==> config.mk <==
export PLATFORM = sky130hd
export DESIGN_NAME = prefix_adder_arbiter
export DESIGN_NICKNAME = d
export VERILOG_FILES = /design/src/rtl/prefix_adder_arbiter.sv
export SDC_FILE = /design/constraint.sdc
export NUM_CORES = 1
export LEC_CHECK = 0
export ABC_AREA = 1
export CAP_MARGIN = 20
export CORE_UTILIZATION = 40
export DETAILED_ROUTE_END_ITERATION = 12
export PLACE_DENSITY = 0.85
export REMOVE_ABC_BUFFERS = 1
export SLEW_MARGIN = 10
export SYNTH_ARGS = -nofsm -noshare
export SYNTH_HDL_FRONTEND = slang
export SYNTH_SLANG_ARGS = --single-unit
==> constraint.sdc <==
create_clock -name clk -period 3.1 [get_ports clk]
set_input_delay 0.62 -clock clk [delete_from_list [all_inputs] [get_ports clk]]
set_output_delay 0.62 -clock clk [all_outputs]
set_load 0.01 [all_outputs]
==> src/rtl/prefix_adder_arbiter.sv <==
// Round-robin arbiter sharing one Kogge-Stone prefix adder among NUM_REQ operand producers.
// The sum lands in a single-entry output register tagged with the granted requester index.
module prefix_adder_arbiter #(
  parameter int NUM_REQ = 4,
  parameter int WIDTH   = 32,
  parameter int ID_W    = $clog2(NUM_REQ),
  parameter int CNT_W   = 16
) (
  input  logic                     clk,
  input  logic                     rst_n,
  input  logic [NUM_REQ-1:0]       req_valid,
  output logic [NUM_REQ-1:0]       req_ready,
  input  logic [NUM_REQ*WIDTH-1:0] req_a,
  input  logic [NUM_REQ*WIDTH-1:0] req_b,
  output logic                     res_valid,
  input  logic                     res_ready,
  output logic [WIDTH:0]           res_sum,
  output logic [ID_W-1:0]          res_id,
  output logic [CNT_W-1:0]         op_count
);

  localparam int LVLS = $clog2(WIDTH);

  logic              res_valid_q, res_valid_d;
  logic [WIDTH:0]    res_sum_q, res_sum_d;
  logic [ID_W-1:0]   res_id_q, res_id_d;
  logic [ID_W-1:0]   rr_ptr_q, rr_ptr_d;
  logic [CNT_W-1:0]  op_count_q, op_count_d;

  logic              grant_found;
  logic [ID_W-1:0]   grant_idx;
  logic [ID_W-1:0]   scan_idx;
  logic              out_free;
  logic              fire;
  logic [WIDTH-1:0]  op_a, op_b;
  logic [WIDTH:0]    carry;
  logic [WIDTH:0]    sum;

  // Scan upward from rr_ptr; NUM_REQ is a power of two so the index wraps for free.
  always_comb begin
    grant_found = 1'b0;
    grant_idx   = '0;
    scan_idx    = '0;
    for (int i = 0; i < NUM_REQ; i++) begin
      scan_idx = rr_ptr_q + ID_W'(i);
      if (!grant_found && req_valid[scan_idx]) begin
        grant_found = 1'b1;
        grant_idx   = scan_idx;
      end
    end
  end

  // Gated by rst_n so no requester sees an accept while the block is held in reset.
  assign out_free  = !res_valid_q || res_ready;
  assign fire      = grant_found && out_free && rst_n;
  assign req_ready = fire ? ({{(NUM_REQ-1){1'b0}}, 1'b1} << grant_idx) : '0;

  assign op_a = req_a[int'(grant_idx)*WIDTH +: WIDTH];
  assign op_b = req_b[int'(grant_idx)*WIDTH +: WIDTH];

  // Kogge-Stone: level k combines generate/propagate spans of 2^(k-1) bits.
  for (genvar k = 0; k <= LVLS; k++) begin : g_lvl
    logic [WIDTH-1:0] gg;
    logic [WIDTH-1:0] pp;
    if (k == 0) begin : g_base
      assign gg = op_a & op_b;
      assign pp = op_a ^ op_b;
    end else begin : g_step
      localparam int D = 1 << (k - 1);
      assign gg = g_lvl[k-1].gg | (g_lvl[k-1].pp & (g_lvl[k-1].gg << D));
      assign pp = g_lvl[k-1].pp & ((g_lvl[k-1].pp << D) | ({WIDTH{1'b1}} >> (WIDTH - D)));
    end
  end

  assign carry = {g_lvl[LVLS].gg, 1'b0};
  assign sum   = {carry[WIDTH], g_lvl[0].pp ^ carry[WIDTH-1:0]};

  always_comb begin
    res_valid_d = res_valid_q;
    res_sum_d   = res_sum_q;
    res_id_d    = res_id_q;
    rr_ptr_d    = rr_ptr_q;
    op_count_d  = op_count_q;
    if (fire) begin
      res_valid_d = 1'b1;
      res_sum_d   = sum;
      res_id_d    = grant_idx;
      rr_ptr_d    = grant_idx + 1'b1;
    end else if (res_ready) begin
      res_valid_d = 1'b0;
    end
    if (res_valid_q && res_ready && (op_count_q != {CNT_W{1'b1}})) begin
      op_count_d = op_count_q + 1'b1;
    end
  end

  always_ff @(posedge clk or negedge rst_n) begin
    if (!rst_n) begin
      res_valid_q <= 1'b0;
      res_sum_q   <= '0;
      res_id_q    <= '0;
      rr_ptr_q    <= '0;
      op_count_q  <= '0;
    end else begin
      res_valid_q <= res_valid_d;
      res_sum_q   <= res_sum_d;
      res_id_q    <= res_id_d;
      rr_ptr_q    <= rr_ptr_d;
      op_count_q  <= op_count_d;
    end
  end

  assign res_valid = res_valid_q;
  assign res_sum   = res_sum_q;
  assign res_id    = res_id_q;
  assign op_count  = op_count_q;

endmodule

# Yosys cells after proc, flatten, opt, wreduce, memory -nomap -nowiden
# Cells that the tools add are included.
dict set report classes {
  mux 19
  eq_ne 1
  n_addsub 5
  shift 3
  reduce_logical 13
  bitwise 17
  n_lt_le_gt_ge 4
}
# op n
set ops {}
lappend ops {{AND 32 bit} 10}
lappend ops {{variable part select 128 x 8 -> 32 bit} 2}
lappend ops {{bitwise OR 32 bit} 5}
lappend ops {{XOR 32 bit} 2}
lappend ops {{adder 16 x 1 -> 16 bit, second input constant} 1}
lappend ops {{!= test 16 bit, second input constant} 1}
lappend ops {{< comparator 2 x 3 -> 1 bit, second input constant} 4}
lappend ops {{2-to-1 mux 1 bit} 10}
lappend ops {{binary-select mux 1 bit (select 2 bit)} 4}
lappend ops {{2-to-1 mux 2 bit} 4}
lappend ops {{logical AND 1 bit} 7}
lappend ops {{adder 2 x 1 -> 2 bit, second input constant} 2}
lappend ops {{adder 2 bit, second input constant} 2}
lappend ops {{logical NOT 1 bit} 4}
lappend ops {{2-to-1 mux 4 bit} 1}
lappend ops {{left shift 1 x 2 -> 4 bit, first input constant} 1}
lappend ops {{nonzero test 2 bit} 1}
lappend ops {{logical OR 1 bit} 1}
dict set report word_totals {
  ff_bits 54
  elab_cells 67
}

# Logic depth before layout (Yosys ltp)
dict set report logic_depth {
  depth_word 25
  ltp_mapped 28
  ltp_nobuf 25
}

# Worst setup path before layout
# OpenSTA, ideal clock, no wires.
dict set report synth_timing {
  path_type {input port to flip-flop}
  start {input port req_valid[3]}
  end {register res_sum_q[32] (netlist: res_sum[32])}
  arrival_time_ns 3.213
  setup_time_ns 0.127
  stages 22
  setup_slack_ns -0.240
  cell_sequence {inv_1 > nand2_1 > nand3_1 > nand2_1 > nor2_4 > nand3_1 > nand3_1 > nand2_2 > buf_2 > buf_4 > nand3_1 > nand2_1 > ha_1 > fa_1 > nand3_1 > nand3_1 > a21oi_1 > inv_1 > nand2_1 > nand3_1 > nand2_1 > a21boi_0}
}
dict set report synth_between {
  elab_chain_len 24
  word_cells_on_any_way 42
  cone_classes {shift: 2; mux: 16; bitwise: 16; reduce/logical: 8}
}
# element line_no
set synth_rtl {}
lappend synth_rtl {{from (decl)} 11} ;# input logic [NUM_REQ-1:0] req_valid,
lappend synth_rtl {{binary-select mux 1 bit (select 2 bit)} 46} ;# if (!grant_found && req_valid[scan_idx]) begin
lappend synth_rtl {{2-to-1 mux 1 bit (implied by the code)} 46}
lappend synth_rtl {{2-to-1 mux 1 bit} 46}
lappend synth_rtl {{logical NOT 1 bit} 46}
lappend synth_rtl {{logical AND 1 bit} 46}
lappend synth_rtl {{2-to-1 mux 1 bit} 46}
lappend synth_rtl {{logical NOT 1 bit} 46}
lappend synth_rtl {{logical AND 1 bit} 46}
lappend synth_rtl {{[... 8 more ...]} -}
lappend synth_rtl {{AND 32 bit} 70} ;# assign gg = g_lvl[k-1].gg | (g_lvl[k-1].pp & (g_lvl[k-1].gg << D));
lappend synth_rtl {{bitwise OR 32 bit} 70}
lappend synth_rtl {{AND 32 bit} 70}
lappend synth_rtl {{bitwise OR 32 bit} 70}
lappend synth_rtl {{AND 32 bit} 70}
lappend synth_rtl {{bitwise OR 32 bit} 70}
lappend synth_rtl {{AND 32 bit} 70}
lappend synth_rtl {{bitwise OR 32 bit} 70}
lappend synth_rtl {{to (signal assigned)} 106} ;# res_sum_q <= res_sum_d;
lappend synth_rtl {{to (decl)} 25} ;# logic [WIDTH:0] res_sum_q, res_sum_d;
# Parallel ways exist; a longest one is shown, timed or not. The select of a mux whose other input is x is not followed.
# A chain may end at the register's enable or synchronous reset.

# Worst setup path after layout
dict set report layout_timing {
  start {register rr_ptr_q[0]}
  end {register res_sum_q[25] (netlist: res_sum[25])}
}
dict set report layout_between {
  elab_chain_len 24
  word_cells_on_any_way 46
  cone_classes {add/sub: 3; shift: 2; mux: 16; bitwise: 17; reduce/logical: 8}
}
# element line_no
set layout_rtl {}
lappend layout_rtl {{from (decl)} 27} ;# logic [ID_W-1:0] rr_ptr_q, rr_ptr_d;
lappend layout_rtl {{from (signal assigned)} 108} ;# rr_ptr_q <= rr_ptr_d;
lappend layout_rtl {{branches (longest 24 deep; another with adder 2 x 1 -> 2 bit)} -}
# Parallel ways; which one is timed is not known. The select of a mux whose other input is x is not followed.

==> reports/qor.yml <==
sta:
  min_period_ps: 3399
  setup_ws_ps: -298.5
  tns_ps: -4926
  rsz0062_at_grt: "true"
  setup_violations: 30
  skew_ps: 11.69
  relSlewSlack_pct: 46.93
  worstMarginPinSlew_ps: 796.1
  hold_viol: 0
  slew_violations: 0
  max_freq_ghz: 0.2942
  fin_crit_sh_pct: 109.6
layout:
  final_cell_area_um2: 14280
  drive_above_1_share_pct: 18.70
  nNetsFinal: 2236
  antenna_cells: 0
  area_growth_pct: 70.83
routing:
  drtPass1Iterations: 8
  drt_iter0_drc: 804
  routed_wl_um: 35550
  via_per_inst: 5.332
  wl_per_cell_um: 16.11
  drtAntennaViolNets: 0
  drc: 0
  vias: 11760
synthesis:
  ys_ff_latch: 54
  synth_compound_area_share_pct: 3.472
  ys_warn_count: 0
  synth.distinct_cells: 27
  post-synth-top-area-cell: "nand2_1"
  syn_inst: 1557
  synthMuxAreaShare_pct: 0
  yosysSeqAreaShare_pct: 16.16
  synthAdderAreaFrac_pct: 5.777
  synthSimpleGateAreaFrac_pct: 49.16
  synth.avg_cell_area_um2: 5.370
  synthXorXnorAreaFrac_pct: 2.828
  synth_top_family_by_area: "simple AND/OR/NAND/NOR gates"
  synth_area_um2: 8361
  synthTopCellsByArea: "nand2_1 23%, inv_1 17%, dfrtp_1 16%"
  synth_top_area_share_pct: 23.21
setup_path:
  r2r-start: "rr_ptr_q[0]$_DFFE_PN0P_"
  crit-reg2reg-capture: "res_sum[25]$_DFFE_PN0P_"
  reg2reg_depth: 26
  cp-start-kind: "flop"
  required_ps: 3320
  r2r_slack_ps: -300
  arrival_ps: 3620
  critical_path_class: "flop to flop"
  cp_max_fo: 10
  end_kind: "flop"
global_routing:
  grt_max_degree: 55
  grt_usage_pct: 31.22
  grt_pass1_wl_um: 54210
  overflow: 0
  grt_pass1_vias: 11420
  antenna_found_initial: 0
hold_path:
  hp-class: "flop to flop"
  whs_endpoint: "res_sum[22]$_DFFE_PN0P_"
  min_path_cells: 2
  hp-start: "res_sum[22]$_DFFE_PN0P_"
cts:
  cts_inserted_buffers: 5
  clk_path_buf_depth: 2
  cts_sinks: 54
  clk_latency_ps: 320
  root_buffer: "clkbuf_16"
  cts_tree: "yes"
  htreeDepth: 2
  clkTransAtPathRegs_ps: 90
floorplanning:
  rows: 52
  start_util_pct: 41.05
  die_h_um: 146.6
  io_pins: 319
  die-width_um: 146.6
  core_um2: 20360
  dieArea_um2: 21480
status:
  failed_checks: "setup timing"
  status: "finished with violations"
run:
  drv_cap: 0
placed_design:
  port_buffers: 318
  place_area_um2: 12330
  dp_hpwl_um: 23360
  gp_congestion: 0.9495
[critical path, cell delays in order (launching register included)]
cell      delay, ps
dfrtp_2         490
buf_6           150
nand2_1          70
nand2_2          80
nand2_1          80
nand2_2          60
nor2_4          150
nand3_4         140
nand3_4         120
buf_12          140
buf_12          120
buf_16          130
nand2_1          60
nand3_1          80
nand2_2          70
ha_4            300
nand2_1         100
nor2_2          130
buf_4           130
buf_4           110
nand2_1          60
nor2_1          140
nand2_1         100
nand3b_1        100
nand2_1          50
nand3_1          70
nand2_1          70
[layout by cell type, fill, tap and decap left out, types with 19 or more instances in the layout]
cell,instances
buf_4,81
clkdlybuf4s50_1,309
dfrtp_1,53
ha_4,29
inv_1,373
nand2_1,413
nand2_2,90
nand3_1,161
nand3_2,19
nand4_1,131
nor2_1,42
[cell type report]
type / count / area [um2]
clock inverters: 3 / 28.78
clock buffers: 5 / 125.1
repair buffers: 449 / 4767
inverters: 382 / 1444
multi-input cells: 1043 / 6227
flip-flops and latches: 54 / 1353
well taps: 270 / 337.8
fillers: 1577 / 6082
[cell usage after synthesis]
cell      instances
nor4_1            1
nand3b_1         13
o21ai_0          24
dfrtp_1          54
xor2_1            9
inv_4             1
buf_2            56
o21bai_1          5
buf_6             2
a21oi_1          22
buf_4            19
nand3_2           2
nand2_2           2
nand3_1         182
inv_2             2
nand2_1         517
xnor2_1          18
and3_1            2
inv_1           379
nor2_1           65
a21boi_0          3
ha_1             37
nor3_1            7
nand4_1         131
nor2_4            1
clkbuf_1          2
fa_1              1
[logic make-up after synthesis]
family / Yosys count
AND/OR/NAND/NOR: 923
buffers and inverters: 461
AO/OA/AOI/OAI: 54
flip-flops: 54
adder cells (fa/ha/maj): 38
XOR/XNOR: 27
[state kept, by name, summed over array words and instances (netlist names)]
| signal | cells |
|---|---|
| res_id | 2 |
| res_sum | 33 |
| res_valid | 1 |
| op_count | 16 |
| rr_ptr_q | 2 |
[through the flow]
step / hold slack, ps / util, % / worst slack [ps] / instances
6_report: 488.5 / 70.13 / -298.5 / 2206
5_1_grt: 507.1 / 70.13 / -495.3 / 2206
4_1_cts: 491.9 / 68.84 / -111.0 / 2203
3_5_place_dp: 467.5 / 60.53 / -858.9 / 2156
3_3_place_gp: 464.1 / 60.53 / -813.8 / 2156
2_1_floorplan: 324.4 / - / -4257 / 1478
[worst max-delay path by stage]
stage	start	end	slack [ps]	cells past startpoint
finish	rr_ptr_q[0]$_DFFE_PN0P_	res_sum[25]$_DFFE_PN0P_	-300	26
global route	rr_ptr_q[0]$_DFFE_PN0P_	res_sum[25]$_DFFE_PN0P_	-500	25
CTS	rr_ptr_q[0]$_DFFE_PN0P_	res_sum[30]$_DFFE_PN0P_	-110	26
detailed placement	req_valid[2]	res_sum[28]$_DFFE_PN0P_	-860	22
global placement	req_valid[3]	res_sum[29]$_DFFE_PN0P_	-810	23
floorplan	req_valid[3]	res_sum[32]$_DFFE_PN0P_	-4260	20
[metal layers]
layer  track usage (%)  part of all wire, %
met5                 0                    0
met3             5.906                  8.3
met4             14.90                  4.1
met2             55.21                   48
met1             36.10                   39
[repair_timing]
item	in CTS	in global routing
gates resized for setup	250	62
pin swaps	51	20
hold buffers	0	0
gates cloned	13	1
setup buffers	26	2
endpoints found under the setup margin	35	38
hold endpoints to repair	0	0
Power is not shown: default switching activity piles up to over one toggle a cycle in this logic, so the estimate is an artifact.
